**src/rtl/alu_driver.sv**
```systemverilog
// alu_driver: initiator for a 4-bit ALU port. It takes single 4-bit operations
// and 8-bit adds over a valid/ready request channel, drives the ALU one pass at
// a time, and returns the result and flags over a valid/ready response channel.
// The ALU has no carry-in, so an 8-bit add takes a low pass and a high pass,
// plus a fix-up pass that adds 1 to the high nibble when the low pass carried.
//
// state | meaning
// ------+---------------------------------------------------------------
// IDLE  | ready for a request; ALU inputs parked at 0
// EXEC  | single 4-bit op in flight
// LO    | wide add, low nibble pass
// HI    | wide add, high nibble pass
// FIX   | wide add, +1 on the high nibble to fold in the low-pass carry
// RSP   | response presented, held stable until the consumer takes it
module alu_driver #(
  parameter int unsigned ALU_LAT = 0
) (
  input  logic       in_clk,
  input  logic       in_rst_n,
  input  logic       in_req_valid,
  output logic       out_req_ready,
  input  logic       in_req_wide,
  input  logic [2:0] in_req_op,
  input  logic [7:0] in_req_a,
  input  logic [7:0] in_req_b,
  output logic       out_rsp_valid,
  input  logic       in_rsp_ready,
  output logic [7:0] out_rsp_result,
  output logic       out_rsp_carry,
  output logic       out_rsp_overflow,
  output logic       out_rsp_zero,
  output logic [2:0] out_alu_func,
  output logic [3:0] out_alu_a,
  output logic [3:0] out_alu_b,
  input  logic [3:0] in_alu_result,
  input  logic       in_alu_carry,
  input  logic       in_alu_overflow,
  input  logic       in_alu_zero
);

  typedef enum logic [2:0] {
    S_IDLE = 3'd0,
    S_EXEC = 3'd1,
    S_LO   = 3'd2,
    S_HI   = 3'd3,
    S_FIX  = 3'd4,
    S_RSP  = 3'd5
  } state_t;

  localparam logic [2:0] LAT_TC = 3'(ALU_LAT);

  state_t     r_state;
  state_t     w_state_nxt;
  logic [2:0] r_cnt;
  logic       r_wide;
  logic [2:0] r_op;
  logic [7:0] r_a;
  logic [7:0] r_b;
  logic [3:0] r_lo;
  logic [3:0] r_hi;
  logic       r_c0;
  logic       r_c1;
  logic [7:0] r_result;
  logic       r_carry;
  logic       r_ovf;
  logic       r_zero;

  logic       w_in_pass;
  logic       w_pass_done;
  logic       w_accept;
  logic [7:0] w_wide_res;
  logic       w_wide_ovf;

  assign w_in_pass   = (r_state == S_EXEC) || (r_state == S_LO) ||
                       (r_state == S_HI)   || (r_state == S_FIX);
  assign w_pass_done = w_in_pass && (r_cnt == LAT_TC);
  assign w_accept    = in_req_valid && out_req_ready;

  // The high nibble comes straight from the ALU on the pass that finishes a wide add.
  assign w_wide_res  = {in_alu_result, r_lo};
  assign w_wide_ovf  = (r_a[7] == r_b[7]) && (w_wide_res[7] != r_a[7]);

  assign out_rsp_result   = r_result;
  assign out_rsp_carry    = r_carry;
  assign out_rsp_overflow = r_ovf;
  assign out_rsp_zero     = r_zero;

  // State register.
  always_ff @(posedge in_clk or negedge in_rst_n) begin
    if (!in_rst_n) r_state <= S_IDLE;
    else           r_state <= w_state_nxt;
  end

  // Pass timer: counts cycles the ALU inputs have been held, clears when a pass ends.
  always_ff @(posedge in_clk or negedge in_rst_n) begin
    if (!in_rst_n)                    r_cnt <= '0;
    else if (w_pass_done || !w_in_pass) r_cnt <= '0;
    else                              r_cnt <= r_cnt + 3'd1;
  end

  // Request capture; later changes on the request bus have no effect.
  always_ff @(posedge in_clk or negedge in_rst_n) begin
    if (!in_rst_n) begin
      r_wide <= 1'b0;
      r_op   <= '0;
      r_a    <= '0;
      r_b    <= '0;
    end else if (w_accept) begin
      r_wide <= in_req_wide;
      r_op   <= in_req_op;
      r_a    <= in_req_a;
      r_b    <= in_req_b;
    end
  end

  // Sample ALU outputs at the end of each pass; build the response on the last one.
  always_ff @(posedge in_clk or negedge in_rst_n) begin
    if (!in_rst_n) begin
      r_lo     <= '0;
      r_hi     <= '0;
      r_c0     <= 1'b0;
      r_c1     <= 1'b0;
      r_result <= '0;
      r_carry  <= 1'b0;
      r_ovf    <= 1'b0;
      r_zero   <= 1'b0;
    end else if (w_pass_done) begin
      case (r_state)
        S_EXEC: begin
          r_result <= {4'b0000, in_alu_result};
          r_carry  <= in_alu_carry;
          r_ovf    <= in_alu_overflow;
          r_zero   <= in_alu_zero;
        end
        S_LO: begin
          r_lo <= in_alu_result;
          r_c0 <= in_alu_carry;
        end
        S_HI: begin
          r_hi <= in_alu_result;
          r_c1 <= in_alu_carry;
          if (!r_c0) begin
            r_result <= w_wide_res;
            r_carry  <= in_alu_carry;
            r_ovf    <= w_wide_ovf;
            r_zero   <= (w_wide_res == 8'h00);
          end
        end
        S_FIX: begin
          r_hi     <= in_alu_result;
          r_result <= w_wide_res;
          r_carry  <= r_c1 | in_alu_carry;
          r_ovf    <= w_wide_ovf;
          r_zero   <= (w_wide_res == 8'h00);
        end
        default: ;
      endcase
    end
  end

  // Next state, handshakes and ALU drive.
  always_comb begin
    w_state_nxt   = r_state;
    out_req_ready = 1'b0;
    out_rsp_valid = 1'b0;
    out_alu_func  = 3'b000;
    out_alu_a     = 4'h0;
    out_alu_b     = 4'h0;
    case (r_state)
      S_IDLE: begin
        out_req_ready = 1'b1;
        if (in_req_valid) w_state_nxt = in_req_wide ? S_LO : S_EXEC;
      end
      S_EXEC: begin
        out_alu_func = r_op;
        out_alu_a    = r_a[3:0];
        out_alu_b    = r_b[3:0];
        if (w_pass_done) w_state_nxt = S_RSP;
      end
      S_LO: begin
        out_alu_a = r_a[3:0];
        out_alu_b = r_b[3:0];
        if (w_pass_done) w_state_nxt = S_HI;
      end
      S_HI: begin
        out_alu_a = r_a[7:4];
        out_alu_b = r_b[7:4];
        if (w_pass_done) w_state_nxt = r_c0 ? S_FIX : S_RSP;
      end
      S_FIX: begin
        out_alu_a = r_hi;
        out_alu_b = 4'h1;
        if (w_pass_done) w_state_nxt = S_RSP;
      end
      S_RSP: begin
        out_rsp_valid = 1'b1;
        if (in_rsp_ready) w_state_nxt = S_IDLE;
      end
      default: w_state_nxt = S_IDLE;
    endcase
  end

endmodule

```
**config.mk**
```make
export PLATFORM = sky130hd
export DESIGN_NAME = alu_driver
export DESIGN_NICKNAME = d
export VERILOG_FILES = /design/src/rtl/alu_driver.sv
export SDC_FILE = /design/constraint.sdc
export NUM_CORES = 1
export LEC_CHECK = 0
export CAP_MARGIN = 20
export CORE_MARGIN = 5
export CORE_UTILIZATION = 46
export CTS_BUF_LIST = sky130_fd_sc_hd__clkbuf_8
export DETAILED_ROUTE_END_ITERATION = 8
export PLACE_DENSITY = 0.82
export SLEW_MARGIN = 20
export SYNTH_ARGS = -nofsm -noshare
export SYNTH_HDL_FRONTEND = slang
export SYNTH_SLANG_ARGS = --single-unit
```
**constraint.sdc**
```tcl
create_clock -name in_clk -period 1.8 [get_ports in_clk]
set_input_delay 0.36 -clock in_clk [delete_from_list [all_inputs] [get_ports in_clk]]
set_output_delay 0.36 -clock in_clk [all_outputs]
set_load 0.03 [all_outputs]
```
==> results of run 1 <==
==> cell families (layout without fill, tap and decap cells) <==
logic type / count (synthesis) / after routing / share of synthesized area, %
AO/OA/AOI/OAI: 41 / 41 / 11.70
AND/OR/NAND/NOR: 44 / 44 / 11.16
XOR/XNOR: 1 / 1 / 0.3774
adder cells (fa/ha/maj): 2 / 2 / 1.078
flip-flops: 46 / 46 / 49.60
buffers and inverters: 16 / 108 / 3.935
multiplexers: 46 / 46 / 22.16
==> registers in the layout, summed over array words and instances (netlist names) <==
name and count:
r_a 8, r_c1 1, r_op 3, r_b 8, out_rsp_zero 1, r_hi 4, r_cnt 3, out_rsp_result 8
out_rsp_overflow 1, r_state 3, r_lo 4, out_rsp_carry 1, r_c0 1
==> cell type report <==
type	instances	area (µm²)
Tap cell	67	83.83
Sequential cell	46	1155
Clock buffer	8	110.1
Fill cell	305	1190
Timing Repair Buffer	97	942.2
Multi-Input combinational cell	134	1325
Inverter	3	11.26
==> Yosys cell counts, types with 4 or more instances <==
library cell / number / share of area [%]
o21ai_0: 7 / 1.5
a22oi_1: 8 / 2.6
nand2_1: 11 / 1.8
clkbuf_1: 4 / 0.65
buf_2: 4 / 0.86
dfrtp_1: 46 / 50
mux2_2: 21 / 10
a22o_1: 4 / 1.5
a21oi_1: 9 / 1.9
nand2b_1: 4 / 1.1
nor2_1: 9 / 1.5
mux2_1: 18 / 8.7
a31oi_1: 5 / 1.3
mux2i_1: 6 / 2.6
==> routing by layer <==
metal | GRT usage, % | part of all wire, % | vias up
li1 | - | - | 892
met5 | 0 | 0 | -
met1 | 24.35 | 41 | 983
met4 | 4.392 | 2.9 | 0
met3 | 3.769 | 4.8 | 23
met2 | 31.12 | 51 | 71
==> final timing paths <==
kind	cells after the start	to	slack [ns]
min in group in_clk	1	r_cnt[0]	0.47
max in group asynchronous	2	r_a[4]	1.13
worst min-delay path	1	r_cnt[0]	0.04
worst max-delay path	5	out_alu_a[0]	-0.26
worst min register to register	1	r_cnt[0]	0.47
worst max register to register	7	out_rsp_overflow	-0.14
==> metrics by stage <==
stage          hold slack (ns)  setup TNS, ns
6_report               0.04208         -4.792
5_1_grt                0.07396         -7.233
4_1_cts                0.07948         -1.513
3_5_place_dp            0.3969              0
3_3_place_gp            0.3850              0
2_1_floorplan          0.06441        -0.4527
==> placed cells by master, fill, tap and decap left out, types with 5 or more instances in the layout <==
master / Yosys / final
dfrtp_1: 46 / 43
mux2_2: 21 / 13
mux2i_1: 6 / 6
a31oi_1: 5 / 5
a21oi_1: 9 / 9
nand2_1: 11 / 5
mux2_4: 1 / 27
buf_4: 1 / 37
clkdlybuf4s50_1: 0 / 40
a22oi_2: 0 / 8
nor2_1: 9 / 6
clkbuf_8: 0 / 8
buf_6: 3 / 15
nand2_2: 0 / 5
==> worst register-to-register path, delay by kind of cell, from the launching register on <==
| family | cells | cell delay (ns) |
|---|---|---|
| mux | 2 | 0.59 |
| simple gates | 2 | 0.33 |
| buf+inv | 3 | 0.42 |
| flops | 1 | 0.49 |
==> where the power goes <==
part           total [W]  internal, W  switching (W)
logic            0.00415      0.00220        0.00195
registers        0.00196      0.00151       0.000449
clock network   0.000736     0.000388       0.000348
total            0.00685      0.00410        0.00275
==> timing repair <==
item                       CTS  global route
gates resized for setup     31            45
gates cloned                 0             3
setup buffers                4            13
setup endpoints to repair   14            43
pin swaps                    4            15
==> summary.txt, run 1 <==
Min Tclk post-route: 2.063 ns
I/O pin total: 55
Final RePlAce weighted congestion: 0.8594
Crit path kind: reg -> out
Worst Hold Class: in -> async
Syn Std Cell Area: 2321 µm²
Total iterations of the first detailed-routing run: 4
Outcome: complete, but fails checks
DRC viols: 0
Final non-filler cell total: 355
Critical path peak fanout: 7
Fraction of layout instances using a drive strength above 1: 49.31%
Worst relative slew slack: 62.16%
WP buf/inv: 2
Final worst slack: -0.2629 ns
CTS Sinks: 46
Setup Slack @ Placement: 0.02209 ns
Main synth FF type: dfrtp_1
Number of synthesized flops with an enable pin: 0
Die W: 81.03 µm
Worst EP required: 1.44 ns
Clock latency on the worst-skew pair: 0.30 ns
Clock Skew: 0.01233 ns
Power Density: 1888 nW/µm²
CTS root buf: clkbuf_8
FF+latch count, synth: 46
Layout overhead on the synthesized area: 56.28%
Pin count of the biggest net entering global routing: 26
# hold bufs at CTS: 0
Synth Warn #: 0
DRT iter0 DRCs: 116
H-tree lvl count: 2
Antenna diode count: 0
Wirelength per Cell: 20.43 µm
Worst setup EP type: output pin
Gate Count Post-Synth: 196
TritonCTS clock tree: built
Syn_area_per_cell: 11.84 µm²
ANT nets after route: 0
Number of global-route vias before repair: 1863
Final number of hold-violating endpoints: 0
Failing checks: setup timing
Final instance area: 3627 µm²
Critical Path Slowest Stage Cell: dfrtp_2
# placed instances: 327
FF-to-FF Start: r_state[0]
Clock Tree Buf Depth: 2
Nets: 320
Syn_nets: 229
Tcrit/Tclk final: 114.6%
Vias/cell: 5.546
Yosys cell types: 39
Final Max Slew Viols: 0
RSZ-0062 raised after global routing: yes
Gr ovfl total: 0
DR vias: 1969
Max incr delay on CP: 0.49 ns
Fin util: 75.30%
Post-DP HPWL: 3909 µm
Area after DPL: 3032 µm²
Chip Height: 81.03 µm
Starting Density: 48.18%
Slew @ Worst Pin: 0.5675 ns
Worst-path clk slew: 0.09 ns
Crit path cell chain: buf_4 > mux2_2 > a22oi_2 > o21ai_2 > buf_6
Row cnt: 25
Worst Path Arrival: 1.70 ns
Startpoint types: flip-flop
Buffers on Ports: 54
First-pass GRT wire length: 9204 µm
CP top delay family: flip-flops
Initial antenna violation count: 0
GRT Util Overall: 18.45%
Worst Setup SP: r_state[0]
Achievable Freq: 0.4848 GHz
Setup violators final: 52
Post-synthesis sequential area ratio: 49.60%
Total chip power: 0.006848 W
Placeable core region: 4817 µm²
Die area: 6566 µm²
TritonCTS buffer count: 5
Post-synth ARST share: 100.0%
LEAKAGE: 1.597 nW
Maxcap violations: 0
Worst vdd ir: 1.172 mV
Post-Route WL: 7252 µm
No activity file was read; power rests on OpenSTA's default activity.
==> run 2, diff against run 1 <==
--- a/config.mk
+++ b/config.mk
@@ -10,7 +10,7 @@
 export CORE_UTILIZATION = 46
 export CTS_BUF_LIST = sky130_fd_sc_hd__clkbuf_8
 export DETAILED_ROUTE_END_ITERATION = 8
-export PLACE_DENSITY = 0.82
+export PLACE_DENSITY = 0.78
 export SLEW_MARGIN = 20
 export SYNTH_ARGS = -nofsm -noshare
 export SYNTH_HDL_FRONTEND = slang
==> summary.txt, run 2 (synthesis results as in run 1) <==
Total iterations of the first detailed-routing run: 4
TritonCTS buffer count: 5
Die W: 81.03 µm
CP top delay family: flip-flops
Area after DPL: 3019 µm²
RSZ-0062 raised after global routing: yes
Post-DP HPWL: 3972 µm
Hold_ws: 0.003819 ns
DRT iter0 DRCs: 109
Final worst slack: -0.1518 ns
Gr ovfl total: 0
Critical Path Slowest Stage Cell: dfrtp_2
Nets: 307
Maxcap violations: 0
Clock Skew: 0.01113 ns
Achievable Freq: 0.5123 GHz
I/O pin total: 55
Tcrit/Tclk final: 108.4%
LEAKAGE: 1.468 nW
Total chip power: 0.006313 W
Antenna diode count: 0
H-tree lvl count: 2
Worst Path Arrival: 1.59 ns
Worst vdd ir: 1.051 mV
CTS root buf: clkbuf_8
Worst setup EP type: output pin
Worst relative slew slack: 67.81%
Layout overhead on the synthesized area: 48.46%
Power Density: 1832 nW/µm²
Wirelength per Cell: 17.49 µm
Critical path peak fanout: 7
Slew @ Worst Pin: 0.4828 ns
Post-Route WL: 5983 µm
Max incr delay on CP: 0.44 ns
Die area: 6566 µm²
DR vias: 1874
First-pass GRT wire length: 9370 µm
GRT Util Overall: 18.90%
Vias/cell: 5.480
Final RePlAce weighted congestion: 0.7978
Worst Hold Class: in -> async
Chip Height: 81.03 µm
CTS Sinks: 46
Commonest non-fill, non-tap cell in the layout: dfrtp_1
Outcome: complete, but fails checks
Worst EP required: 1.44 ns
Row cnt: 25
Fraction of layout instances using a drive strength above 1: 38.91%
Min Tclk post-route: 1.952 ns
Number of global-route vias before repair: 1889
ANT nets after route: 0
Failing checks: setup timing
TritonCTS clock tree: built
Fill cell count: 329
Clock latency on the worst-skew pair: 0.30 ns
WP buf/inv: 2
Final Max Slew Viols: 0
Placeable core region: 4817 µm²
Setup TNS: -0.8147 ns
Worst-path clk slew: 0.09 ns
Pin count of the biggest net entering global routing: 28
# placed instances: 322
Crit path cell chain: buf_8 > mux2_4 > a22oi_2 > o21ai_2 > buf_6
Crit path kind: reg -> out
Final instance area: 3446 µm²
Initial antenna violation count: 0
DRC viols: 0
Most frequent cells in the layout: dfrtp_1, clkdlybuf4s50_1, buf_4
Final non-filler cell total: 342
Buffers on Ports: 54
Clock Tree Buf Depth: 2
Setup violators final: 8
Final number of hold-violating endpoints: 0
Starting Density: 48.18%
Startpoint types: flip-flop
-- run 2: cell types whose count changed in the layout (fill, tap and decap cells not counted), moves of 3 or more --
cell      delta
buf_4       -16
nand2_1      +3
buf_12       +3
clkbuf_8     -3
mux2_1      +17
mux2_4      -19
-- run 2: worst reg2reg max path, delay by kind of cell, from the launching register on --
kind / cells / cell delay [ns]
flops: 1 / 0.45
buf+inv: 2 / 0.25
simple gates: 2 / 0.34
mux: 2 / 0.59
-- run 2: metrics by stage --
step | worst slack (ns) | utilization, %
floorplan | -0.1281 | -
global placement | 0.02524 | 62.68
detailed placement | -0.02803 | 62.68
CTS | -0.1266 | 69.06
global route | -0.2152 | 71.53
finish | -0.1518 | 71.53
-- run 2: per-layer routing --
| layer | GRT usage, % | part of all wire (%) |
|---|---|---|
| met5 | 0 | 0 |
| met4 | 5.068 | 1.3 |
| met3 | 3.880 | 5.1 |
| met2 | 31.77 | 51 |
| met1 | 24.84 | 43 |
-- run 2: layout make-up --
cell class | instances | area (µm²) | area share, %
multi-input cells | 134 | 1220 | 35.40
inverters | 3 | 11.26 | 0.3268
repair buffers | 84 | 862.1 | 25.02
well taps | 67 | 83.83 | 2.433
flip-flops and latches | 46 | 1155 | 33.52
clock buffers | 5 | 68.82 | 1.997
clock inverters | 3 | 45.04 | 1.307
-- run 2: final timing paths --
kind | end | from | slack [ns] | cells past startpoint
setup / recovery | out_alu_a[3] | r_state[0] | -0.15 | 5
hold / removal | r_b[2] | in_rst_n | 0.004 | 1
setup reg to reg | out_rsp_overflow | r_state[1] | 0.05 | 6
hold reg to reg | r_cnt[0] | r_cnt[0] | 0.47 | 1
max in group asynchronous | r_a[1] | in_rst_n | 1.28 | 2
min in group in_clk | r_cnt[0] | r_cnt[0] | 0.47 | 1
-- run 2: repair_timing --
item	CTS	global route
resized for setup	30	24
buffers inserted	6	6
hold endpoints to repair	0	0
endpoints found under the setup margin	12	34
gates cloned	1	0
pin swaps	4	7
hold buffers	0	0
-- run 2: power breakdown --
group / internal [W] / leakage [nW] / switching (W)
registers: 0.00151 / 0.553 / 0.000355
logic: 0.00190 / 0.864 / 0.00177
clock network: 0.000413 / 0.0504 / 0.000366
total: 0.00383 / 1.47 / 0.00249
